## config.mk

```make
export PLATFORM = sky130hd
export DESIGN_NAME = bcd_to_bin_seq
export DESIGN_NICKNAME = d
export VERILOG_FILES = /design/src/rtl/bcd_to_bin_seq.sv
export SDC_FILE = /design/constraint.sdc
export NUM_CORES = 1
export LEC_CHECK = 0
export ABC_CLOCK_PERIOD_IN_PS = 5100
export BUFFER_PORTS_ARGS = -buffer_cell sky130_fd_sc_hd__buf_4
export CORE_UTILIZATION = 50
export CTS_BUF_LIST = sky130_fd_sc_hd__clkbuf_2 sky130_fd_sc_hd__clkbuf_4 sky130_fd_sc_hd__clkbuf_8
export CTS_CLUSTER_SIZE = 8
export DETAILED_ROUTE_END_ITERATION = 16
export GPL_TIMING_DRIVEN = 0
export PLACE_DENSITY = 0.71
export SLEW_MARGIN = 20
export SYNTH_ARGS = -nofsm -noshare
export SYNTH_HDL_FRONTEND = slang
export SYNTH_SLANG_ARGS = --single-unit
```

## constraint.sdc

```tcl
create_clock -name clk -period 5.1 [get_ports clk]
set_input_delay 0.255 -clock clk [delete_from_list [all_inputs] [get_ports clk]]
set_output_delay 0.255 -clock clk [all_outputs]
set_load 0.01 [all_outputs]
```

## src/rtl/bcd_to_bin_seq.sv

```systemverilog
// bcd_to_bin_seq: folds six packed BCD digits MSD-first into a 20-bit binary value, one digit per clock
// Ports: clk/rst (async active-high); bcd_in/in_valid/in_ready request handshake;
// value/err/out_valid/out_ready result handshake; busy high while converting or holding a result.
module bcd_to_bin_seq #(
  parameter int NUM_DIGITS = 6,
  parameter int VALUE_W = 20
) (
  input  logic                    clk,
  input  logic                    rst,
  input  logic [NUM_DIGITS*4-1:0] bcd_in,
  input  logic                    in_valid,
  output logic                    in_ready,
  output logic [VALUE_W-1:0]      value,
  output logic                    err,
  output logic                    out_valid,
  input  logic                    out_ready,
  output logic                    busy
);
  typedef enum logic [1:0] {IDLE, CONV, DONE} state_t;
  state_t                  r_state;
  logic [VALUE_W-1:0]      r_acc;
  logic [NUM_DIGITS*4-1:0] r_shreg;
  logic [2:0]              r_cnt;
  logic                    r_err;
  logic [3:0]              w_d;
  logic [VALUE_W-1:0]      w_acc_next;
  logic                    w_err_next;
  assign w_d = r_shreg[NUM_DIGITS*4-1 -: 4];
  // acc*10 as acc*8 + acc*2; illegal nibbles may wrap, but such results are masked anyway
  assign w_acc_next = (r_acc << 3) + (r_acc << 1) + VALUE_W'(w_d);
  assign w_err_next = r_err | (w_d > 4'd9);
  always_ff @(posedge clk or posedge rst) begin
    if (rst) begin
      r_state   <= IDLE;
      r_acc     <= '0;
      r_shreg   <= '0;
      r_cnt     <= '0;
      r_err     <= 1'b0;
      in_ready  <= 1'b1;
      out_valid <= 1'b0;
      value     <= '0;
      err       <= 1'b0;
      busy      <= 1'b0;
    end else begin
      case (r_state)
        IDLE: if (in_valid) begin
          r_shreg  <= bcd_in;
          r_acc    <= '0;
          r_cnt    <= '0;
          r_err    <= 1'b0;
          r_state  <= CONV;
          in_ready <= 1'b0;
          busy     <= 1'b1;
        end
        CONV: begin
          r_acc   <= w_acc_next;
          r_err   <= w_err_next;
          r_shreg <= r_shreg << 4;
          r_cnt   <= r_cnt + 3'd1;
          if (r_cnt == 3'(NUM_DIGITS - 1)) begin
            r_state   <= DONE;
            out_valid <= 1'b1;
            value     <= w_err_next ? '0 : w_acc_next;
            err       <= w_err_next;
          end
        end
        DONE: if (out_ready) begin
          r_state   <= IDLE;
          out_valid <= 1'b0;
          value     <= '0;
          err       <= 1'b0;
          busy      <= 1'b0;
          in_ready  <= 1'b1;
        end
        default: r_state <= IDLE;
      endcase
    end
  end
endmodule

```

==> impl_metrics.csv <==
group,metric,value,unit
setup_path,cp.depth,11,
detailed_routing,drt_iter0_drc,175,
cells_and_area,finalNetCount,527,
detailed_routing,wl_per_cell,16.2,µm
cts,cts_tree,"built",
power,p_per_area,778,nW/µm²
detailed_routing,drc,0,
timing,fin_tns_setup,0,ps
setup_path,r2r_cells,11,
power,total_power,3.67,mW
synth,syn-num-nets,463,
die,die_y,90.8,µm
global_routing,grt_antenna_before_repair,0,
setup_path,worstPathArrival,3450,ps
cts,cts.path.max_buffers,2,
setup_path,cp_max_fo,3,
cells_and_area,register_area,1830,µm²
timing,max_freq,0.310,GHz
global_routing,grt_max_degree,51,
cells_and_area,layout-drive-gt1-share,0.161,
detailed_routing,first_pass_iters,4,
power,p_leak,2.30,nW
synth,synthArstFlopShare,1.00,
setup_path,cp-endpoint,"r_acc[18]",
cts,cts.sinks,73,
synth,synth_top_cell_area_share,0.457,
setup_path,r2r_slack,1880,ps
synth,syn_area,3940,µm²
detailed_routing,ant_nets,0,
setup_path,crit_path_start_kind,"register",
detailed_routing,via_per_inst,5.55,
timing,hold_viol,0,
cts,cts_made_buffers,9,
synth,synth_common_cells,"nand2_1 (77), dfrtp_1 (72), o21ai_1 (46)",
setup_path,critPathBufInv,2,
cells_and_area,synthToLayoutAreaGrowth,19.7,%
die,core_area,7450,µm²
die,start_util,0.529,
setup_path,cp-startpoint,"r_acc[0]",
global_routing,grt.total_usage,0.240,
setup_path,critPathSlowestCell,"fa_1",
timing,finalMaxSlewViolations,0,
cts,clk_pin_slew,80,ps
cts,cts-root-buf,"clkbuf_8",
synth,yosys-top-cells-area,"dfrtp_1 (46%), ha_1 (11%), nand2_1 (7.3%)",
place,port_buffers,51,
detailed_routing,vias,3136,
timing,rsz0062_at_grt,"false",
min_path,hold_path_depth,2,
synth,synth_cell_type_count,38,
place,dp_hpwl,6.63,mm
setup_path,crit_chain,"inv_1 -> fa_1 -> inv_1 -> fa_1 -> a21o_1 -> a22oi_1 -> a21oi_1 -> a221o_1 -> a221oi_2 -> xor2_1 -> o21ai_1",
cts,cts_setup_buffers,0,
synth,avgSynthCellArea,9.92,µm²
setup_path,critPathMaxStageDelay,530,ps
synth,yosysMostFrequentCell,"nand2_1",
outcome,outcome,"finished, final reports clean",
cts,cts_resized,0,
die,die_x,90.8,µm
global_routing,grt_pass1_vias,3249,
setup_path,critPathKind,"register to register",
setup_path,regToRegEndpoint,"r_acc[18]",
die,ios,52,
die,dieArea,8240,µm²
synth,ys_warn_count,0,
cts,htree_levels,3,
synth,synth-edff-count,0,
synth,synth-seq-cells,73,
timing,fin_crit,3220,ps
synth,yosys.area.top_type,"dfrtp_1",
global_routing,grt_pass1_wl,15.6,mm
timing,period_share,0.632,
setup_path,worstPathRequired,5330,ps
run,max-cap-violations,0,
setup_path,timing.rr.start,"r_acc[0]",
timing,fin_skew,10.7,ps
cells_and_area,fillers,651,
min_path,hold_class,"input port to register",
cells_and_area,insertedDiodeCount,0,
timing,setup_viol,0,
die,num_rows,31,
timing,worstMarginPinSlew,1030,ps
synth,synth-main-ff-cell,"dfrtp_1",
cts,clock_latency,350,ps
place,place.gp.congestion,0.885,
synth,synthesis.instances,397,
synth,ys_seq_area_frac,0.464,
global_routing,grt-ovfl-total,0,
power,irDropWorstVdd,437,µV
setup_path,crit_family,"compound AO/OA/AOI/OAI gates",
cts,cts_hold_buffers,1,
detailed_routing,routed_wirelength,9.16,mm
cells_and_area,multi_input_area,2010,µm²
timing,max_slew_margin,0.305,
setup_path,endpoint_kind,"register",
## cell usage in the layout (no fill, tap or decap), types with 2 or more instances in the layout
| cell type | netlist | final |
|---|---|---|
| bufinv_16 | 0 | 2 |
| buf_2 | 2 | 2 |
| dfrtp_1 | 72 | 72 |
| buf_4 | 0 | 51 |
| and2_1 | 3 | 3 |
| o21ai_1 | 46 | 46 |
| nand2_1 | 77 | 77 |
| ha_1 | 36 | 36 |
| clkbuf_4 | 0 | 2 |
| and3_1 | 2 | 2 |
| o31ai_1 | 3 | 3 |
| o22ai_1 | 7 | 7 |
| or2_0 | 2 | 2 |
| nor2_1 | 12 | 12 |
| a21o_1 | 11 | 11 |
| clkbuf_8 | 0 | 10 |
| clkbuf_1 | 13 | 13 |
| o21ai_0 | 7 | 7 |
| a21oi_1 | 14 | 14 |
| inv_1 | 10 | 9 |
| o21a_1 | 3 | 3 |
| a22o_1 | 14 | 14 |
| xor2_1 | 9 | 9 |
| fa_1 | 2 | 2 |
| nand3_1 | 2 | 2 |
| nor2b_1 | 4 | 4 |
| or3_1 | 2 | 2 |
| nor3_1 | 2 | 2 |
| xnor2_1 | 9 | 9 |
| o2bb2ai_1 | 3 | 3 |
| mux2i_1 | 18 | 18 |
| a22oi_1 | 2 | 2 |
## registers in the layout, indices dropped and copies added (netlist names)
name and cells:
r_shreg 24, r_cnt 3, out_valid 1, r_acc 19
err 1, r_state 2, value 20, in_ready 1
busy 1, r_err 1
## kinds of logic (layout without fill, tap and decap cells)
family	count (synthesis)	count (layout)	share of synthesized area
simple gates	108	108	0.114
xor+xnor	18	18	0.0400
mux	18	18	0.0457
compound gates	116	116	0.186
buf+inv	26	95	0.0254
flops	73	73	0.464
fa+ha+maj	38	38	0.125
## final cells by class
cell class / count / area share
multi-input cells: 298 / 0.426
repair buffers: 53 / 0.0892
flip-flops and latches: 73 / 0.388
inverters: 11 / 0.00929
plain buffers: 15 / 0.0125
well taps: 99 / 0.0263
clock buffers: 12 / 0.0324
clock inverters: 4 / 0.0162
## per-stage QoR
step	worst slack, ps	hold slack, ps	instance area, µm²	cells	util
3_3_place_gp	1890	448	4450	547	0.597
5_1_grt	1660	77.7	4710	565	0.633
3_5_place_dp	1900	250	4480	548	0.601
6_report	1880	73.8	4710	565	0.633
4_1_cts	1880	70.1	4710	565	0.633
2_1_floorplan	2180	341	3940	397	-
## how the worst min path moves through the flow
| stage | start | to |
|---|---|---|
| after floorplan | out_ready | r_state[1] |
| after global placement | out_ready | r_state[1] |
| after detailed placement | rst | r_shreg[4] |
| after CTS | out_ready | r_state[1] |
| after global routing | out_ready | r_state[1] |
| final | out_ready | r_state[1] |
## routing by layer
layer | GRT usage | routed length, µm
met1 | 0.329 | 4240
met4 | 0.0618 | 108
met3 | 0.0522 | 380
met5 | 0 | 0
met2 | 0.386 | 4430
## where the power goes
| part | leakage, nW | total [mW] | internal (mW) | switching (mW) |
|---|---|---|---|---|
| logic | 1.26 | 2.13 | 0.901 | 1.23 |
| registers | 0.922 | 1.02 | 0.843 | 0.175 |
| clock network | 0.114 | 0.523 | 0.302 | 0.221 |
(Power assumes the default switching activity.)
